File: config.mk
export PLATFORM = sky130hd
export DESIGN_NAME = output_arbiter
export DESIGN_NICKNAME = d
export VERILOG_FILES = /design/src/rtl/output_arbiter.sv
export SDC_FILE = /design/constraint.sdc
export NUM_CORES = 1
export LEC_CHECK = 0
export CORE_ASPECT_RATIO = 0.8
export CORE_MARGIN = 1
export CORE_UTILIZATION = 35
export DETAILED_ROUTE_END_ITERATION = 10
export PLACE_DENSITY = 0.7
export REMOVE_ABC_BUFFERS = 1
export SYNTH_ARGS = -nofsm -noshare
export SYNTH_HDL_FRONTEND = slang
export SYNTH_SLANG_ARGS = --single-unit
File: constraint.sdc
create_clock -name clk -period 3.4 [get_ports clk]
set_input_delay 0.68 -clock clk [delete_from_list [all_inputs] [get_ports clk]]
set_output_delay 0.68 -clock clk [all_outputs]
set_load 0.01 [all_outputs]
File: src/rtl/output_arbiter.sv
// Round-robin output-port arbiter: locks the output to one input port for a whole packet.
// Define OUTPUT_REGISTER_EN to register flit_out/flit_out_valid (one cycle latency).
module output_arbiter #(
  parameter int flit_size   = 4,
  parameter int packet_size = 32,
  parameter int PORTS       = 5
) (
  input  logic                       clk,
  input  logic                       reset,
  input  logic [PORTS-1:0]           request,
  input  logic [PORTS*flit_size-1:0] flit_in,
  input  logic [PORTS-1:0]           flit_valid_in,
  input  logic                       space_available,
  output logic [PORTS-1:0]           stall,
  output logic [PORTS-1:0]           grant,
  output logic [flit_size-1:0]       flit_out,
  output logic                       flit_out_valid
);

  localparam int FLIT_NUMBER = packet_size / flit_size;
  localparam int CW = $clog2(FLIT_NUMBER + 1);
  localparam int PW = (PORTS > 1) ? $clog2(PORTS) : 1;

  localparam logic [0:0] IDLE = 1'b0;
  localparam logic [0:0] BUSY = 1'b1;

  localparam logic [CW-1:0] LAST_M1  = CW'(FLIT_NUMBER - 1);
  localparam logic [PW-1:0] TOP_IDX  = PW'(PORTS - 1);
  localparam logic [PORTS-1:0] ONE_P = {{(PORTS-1){1'b0}}, 1'b1};

  logic [0:0]       state_q, state_d;
  logic [PORTS-1:0] grant_q, grant_d;
  logic [CW-1:0]    cnt_q, cnt_d;
  logic [PW-1:0]    rr_ptr_q, rr_ptr_d;
  logic [PW-1:0]    gidx_q, gidx_d;

  logic                 win_found;
  logic [PW-1:0]        win_idx;
  logic [flit_size-1:0] sel_flit;
  logic                 sel_vld;
  logic                 accept;

  // Search upward from rr_ptr with wrap-around; first requester wins.
  always_comb begin
    int cand;
    win_found = 1'b0;
    win_idx   = '0;
    cand      = 0;
    for (int k = 0; k < PORTS; k++) begin
      cand = int'(rr_ptr_q) + k;
      if (cand >= PORTS) cand = cand - PORTS;
      if (!win_found && request[cand]) begin
        win_found = 1'b1;
        win_idx   = cand[PW-1:0];
      end
    end
  end

  always_comb begin
    sel_flit = '0;
    sel_vld  = 1'b0;
    for (int i = 0; i < PORTS; i++) begin
      if (gidx_q == PW'(i)) begin
        sel_flit = flit_in[i*flit_size +: flit_size];
        sel_vld  = flit_valid_in[i];
      end
    end
  end

  assign accept = (state_q == BUSY) && sel_vld;

  always_comb begin
    state_d  = state_q;
    grant_d  = grant_q;
    cnt_d    = cnt_q;
    rr_ptr_d = rr_ptr_q;
    gidx_d   = gidx_q;
    if (state_q == IDLE) begin
      if (win_found && space_available) begin
        state_d = BUSY;
        grant_d = ONE_P << win_idx;
        gidx_d  = win_idx;
      end
    end else if (accept) begin
      if (cnt_q == LAST_M1) begin
        // Last flit: release and move the pointer past the port just served.
        state_d  = IDLE;
        grant_d  = '0;
        cnt_d    = '0;
        rr_ptr_d = (gidx_q == TOP_IDX) ? '0 : gidx_q + 1'b1;
      end else begin
        cnt_d = cnt_q + 1'b1;
      end
    end
  end

  always_ff @(posedge clk or negedge reset) begin
    if (!reset) begin
      state_q  <= IDLE;
      grant_q  <= '0;
      cnt_q    <= '0;
      rr_ptr_q <= '0;
      gidx_q   <= '0;
    end else begin
      state_q  <= state_d;
      grant_q  <= grant_d;
      cnt_q    <= cnt_d;
      rr_ptr_q <= rr_ptr_d;
      gidx_q   <= gidx_d;
    end
  end

  assign grant = grant_q;
  assign stall = (state_q == BUSY) ? ~grant_q : '1;

`ifdef OUTPUT_REGISTER_EN
  logic [flit_size-1:0] flit_out_q, flit_out_d;
  logic                 flit_out_valid_q, flit_out_valid_d;

  always_comb begin
    flit_out_valid_d = accept;
    flit_out_d       = accept ? sel_flit : '0;
  end

  always_ff @(posedge clk or negedge reset) begin
    if (!reset) begin
      flit_out_q       <= '0;
      flit_out_valid_q <= 1'b0;
    end else begin
      flit_out_q       <= flit_out_d;
      flit_out_valid_q <= flit_out_valid_d;
    end
  end

  assign flit_out       = flit_out_q;
  assign flit_out_valid = flit_out_valid_q;
`else
  assign flit_out       = accept ? sel_flit : '0;
  assign flit_out_valid = accept;
`endif

endmodule

**Word level (Yosys, flattened, before mapping)**

Index checks and enable logic that the tools add are counted.

- $add $sub $neg: 11
- Magnitude comparators: 10
- Equal/unequal tests: 7
- Shift-type cells: 1
- Mux-type cells: 52
- Bitwise gates (word level): 2
- Reduce and logical (&&, ||, !) cells: 16

Operators with widths:

| kind | number |
|---|---|
| 32-bit by 5-bit < comparator with 1-bit output (second input constant) | 5 |
| 32-bit 2-to-1 mux | 5 |
| 4-bit 2-to-1 mux | 7 |
| 5-bit 2-to-1 mux | 5 |
| 1-bit 2-to-1 mux | 24 |
| 4-bit by 3-bit subtractor with 5-bit output (second input constant) | 4 |
| 3-bit 2-to-1 mux | 6 |
| 4-bit by 3-bit greater-or-equal comparator with 1-bit output (second input constant) | 4 |
| 1-bit binary-select mux with 3-bit select | 5 |
| 3-bit by 2-bit adder with 4-bit output (second input constant) | 2 |
| 3-bit by 2-bit == test with 1-bit output (second input constant) | 2 |
| 1-bit logical AND | 6 |
| 3-bit AND reduction | 2 |
| 5-bit NOT | 1 |
| 1-bit by 3-bit left shift with 5-bit output (first input constant) | 1 |
| 3-bit by 1-bit adder with 4-bit output (second input constant) | 1 |
| 3-bit by 3-bit adder with 4-bit output (second input constant) | 1 |
| 4-bit by 1-bit adder with 4-bit output (second input constant) | 1 |
| 4-bit by 3-bit == test with 1-bit output (second input constant) | 1 |
| 1-bit logical NOT | 4 |
| 2-bit by 1-bit inequality test with 1-bit output (second input constant) | 2 |
| 2-bit AND reduction | 2 |
| 3-bit by 3-bit subtractor with 4-bit output (second input constant) | 1 |
| 3-bit by 1-bit adder with 3-bit output (second input constant) | 1 |
| other kinds (6) | 6 |

- Register bits: 16
- Input bits: 33
- Output and inout bits: 15
- Logic and storage cells: 104

**Logic depth before layout (Yosys ltp)**

- Word-level depth: 21
- Mapped depth: 15
- Gate-level depth less buffers: 12

**Worst setup path before layout**

Ideal clock, no wire load.

- Kind: reg-to-reg
- Start point: register rr_ptr_q[1]
- End point: register gidx_q[0]
- Library setup time: 125 ps
- Data arrival time: 3533 ps
- Data required time: 3275 ps
- Setup slack: -258 ps
- Cell stages (with the launch flop): 16
- Clock period less this slack: 3658 ps
- Cell sequence: dfrtp_1 > clkbuf_1 > inv_1 > ha_1 > inv_1 > ha_1 > buf_2 > a211o_1 > a211o_1 > mux2_2 > o31a_1 > o211ai_1 > or2_1 > buf_6 > mux2_4 > mux2_2

- Cells in the longest elaborated chain, start to end: 20
- Elaborated cells on any way between the ends: 54
- Classes of those cells: 9 x add/sub; 5 x order compare; 30 x mux; 10 x reduce/logical

Ends and longest elaborated chain:

| element | line | RTL |
|---|---|---|
| start: declaration | 34 | `logic [PW-1:0] rr_ptr_q, rr_ptr_d;` |
| start signal: assignment | 108 | `rr_ptr_q <= rr_ptr_d;` |
| parallel branches: the longest is 20 deep, another holds 4-bit by 3-bit subtractor with 5-bit output | n/a |  |
| end signal: assignment | 109 | `gidx_q <= gidx_d;` |
| end: declaration | 35 | `logic [PW-1:0] gidx_q, gidx_d;` |

Parallel ways; which one is timed is not known. The select of a mux whose other input is x is not followed.
A chain may end at the register's enable or synchronous reset.

**Worst setup path after layout**

- Start point: register rr_ptr_q[0]
- End point: register gidx_q[0]

Same word-level chain as after synthesis.

==> flow_summary.toml <==
[outcome]
status = "completed"

[floorplanning]
die_h_um = 72.73
rows = 25
die_w_um = 90.41
ios = 48
die_area_mm2 = 0.006575
start_util_pct = 36.63
design.core.area_mm2 = 0.005974

[route]
drcViolationCount = 0
ant_nets = 0
routed_via_density = 5.565
wl_per_cell_um = 15.06
dr.pass1.iters = 4
finalWirelength_mm = 6.131
via_count = 2265
first_iter_violations = 201

[sta]
maxSlewHeadroom_pct = 48.70
fin_crit_ps = 3293
min_period_over_period_pct = 96.86
skew_ps = 7.570
setup_viol = 0
slew_viol_final = 0
max_freq_mhz = 303.7
worst_slew_pin_slew_ps = 767.1
whs_ps = 504.7
hold_viol = 0
setup_tns_ps = 0

[synth]
syn_inst = 265
synth-simple-area-share_pct = 19.33
muxShareOfSynthArea_pct = 8.405
synthAdderAreaFrac_pct = 10.29
ys_ff_latch = 16
synthTopCellsByArea = "dfrtp_1, ha_1, nand2_1"
synth_seq_area_share_pct = 18.30
yosysTopAreaCell = "dfrtp_1"
synth-xor-area-share_pct = 2.802
synth_top_family_by_area = "compound AO/OA/AOI/OAI gates"
syn_avg_cell_area_um2 = 8.258
async_flop_share_pct = 100.0
syn_area_mm2 = 0.002188
ys.flop_type = "dfrtp_1"
synth_top_area_share_pct = 18.30
synth_edf_count = 0
synth_compound_area_share_pct = 34.31
ys_warn_count = 0
ys_types = 63

[flow_run]
maxCapViolCount = 0

[hold_path]
whs_path_depth = 1
min_path_type = "reg2reg"

[grt]
grt.overflow.total = 0
grt_max_degree = 30
antenna_found_initial = 0
grtUsageTotal_pct = 18.77
grt_pass1_vias = 2079
grt_pass1_wl_mm = 10.23

[setup_path]
required_ps = 3530
path_class = "reg2reg"
end_kind = "register"
cp-start-kind = "register"
path_max_fanout = 6
ff2ff_path_depth = 12
cp.arrival_ps = 3430
regToRegSetupSlack_ps = 110

[placed_design]
place.detailed.hpwl_mm = 4.834
place_congestion = 0.8698
portBuffers = 47
placed_cell_area_mm2 = 0.002860

[cells_and_area]
fillCellCount = 554
final_common_cell = "clkdlybuf4s50_1"
insertedDiodeCount = 0
design_area_mm2 = 0.003012
utilization_pct = 50.41
final_layout_size_suffix_gt1_share_pct = 19.94
area_delta_synth_final_pct = 37.62
fin_nets = 378
mostFrequentLayoutCells = "clkdlybuf4s50_1, nand2_1, buf_4"

[power_and_ir_drop]
total_power_w = 0.003399
powerDensity_mw_per_mm2 = 1129
p_leak_nw = 1.245
ir_worst_vdd_mv = 0.3798

[clock_network]
numCtsBuffers = 3
clock-sinks = 16
cts_tree = "built"
htreeDepth = 1
clkTransAtPathRegs_ps = 70
cts-root-buf = "clkbuf_8"
insertion_delay_ps = 250
hold_buffers = 0
cts_buffer_depth = 2
-- power breakdown --
part	switching, W	internal (W)
sequential	0.0000854	0.000271
clock	0.0000690	0.000103
combinational	0.00151	0.00136
total	0.00166	0.00174
-- what timing repair did --
action,in CTS,in global routing
pin swaps,0,6
buffers inserted,0,0
setup endpoints to repair,5,13
gates resized for setup,2,22
-- flip-flops by register name (all words and copies together) (netlist names) --
name      flops
rr_ptr_q      3
grant         5
state_q       1
gidx_q        3
cnt_q         4
-- path summary, 6_finish.rpt --
check / from / to
min in group asynchronous: reset / grant[1]
max in group asynchronous: reset / gidx_q[0]
worst min register to register: cnt_q[2] / cnt_q[2]
worst max register to register: rr_ptr_q[0] / gidx_q[0]
worst max-delay path: rr_ptr_q[0] / gidx_q[0]
worst min-delay path: cnt_q[2] / cnt_q[2]
-- per-layer routing --
| layer | vias up | wire, um | share of wire (%) | GRT usage [%] |
|---|---|---|---|---|
| met5 | - | 0 | 0 | 0 |
| met4 | 0 | 7 | 0.11 | 1.075 |
| met3 | 2 | 280 | 4.6 | 2.292 |
| met2 | 57 | 2742 | 45 | 29.52 |
| met1 | 1067 | 3100 | 51 | 28.65 |
| li1 | 1139 | - | - | - |
-- critical path, stage by stage (launching register included) --
cell,delay [ps]
dfrtp_1,390
inv_2,110
ha_1,170
inv_1,40
ha_2,370
or4b_2,610
o22ai_2,220
nand4_1,160
o31a_1,150
o211ai_1,170
or2_1,200
mux2_4,320
mux2_2,260
-- per-stage QoR --
| step | instances | setup WS (ps) |
|---|---|---|
| 3_3_place_gp | 403 | 48.91 |
| 3_5_place_dp | 403 | 19.42 |
| 5_1_grt | 407 | -21.75 |
| 6_report | 407 | 106.8 |
| 4_1_cts | 407 | 67.04 |
| 2_1_floorplan | 249 | -734.6 |
-- synth_stat cells, drive strengths merged, types with 7 or more instances --
| library cell | count |
|---|---|
| and2 | 7 |
| o21ai | 13 |
| ha | 18 |
| inv | 12 |
| a211oi | 7 |
| mux2i | 9 |
| buf | 8 |
| dfrtp | 16 |
| nand2 | 26 |
| clkbuf | 8 |
| a31oi | 8 |
| a21oi | 12 |
| nor2 | 17 |
-- kinds of logic after synthesis --
logic type / count (synthesis)
fa+ha+maj: 18
xor+xnor: 7
buf+inv: 29
simple gates: 82
compound gates: 98
mux: 15
flops: 16
-- cell type report --
class / instances / area [um2] / area share (%)
clock buffers: 4 / 55.05 / 1.828
inverters: 13 / 48.80 / 1.620
repair buffers: 73 / 669.4 / 22.23
multi-input cells: 220 / 1734 / 57.58
well taps: 81 / 101.3 / 3.365
flip-flops and latches: 16 / 402.9 / 13.38
Power figures use the tool's default switching activity.
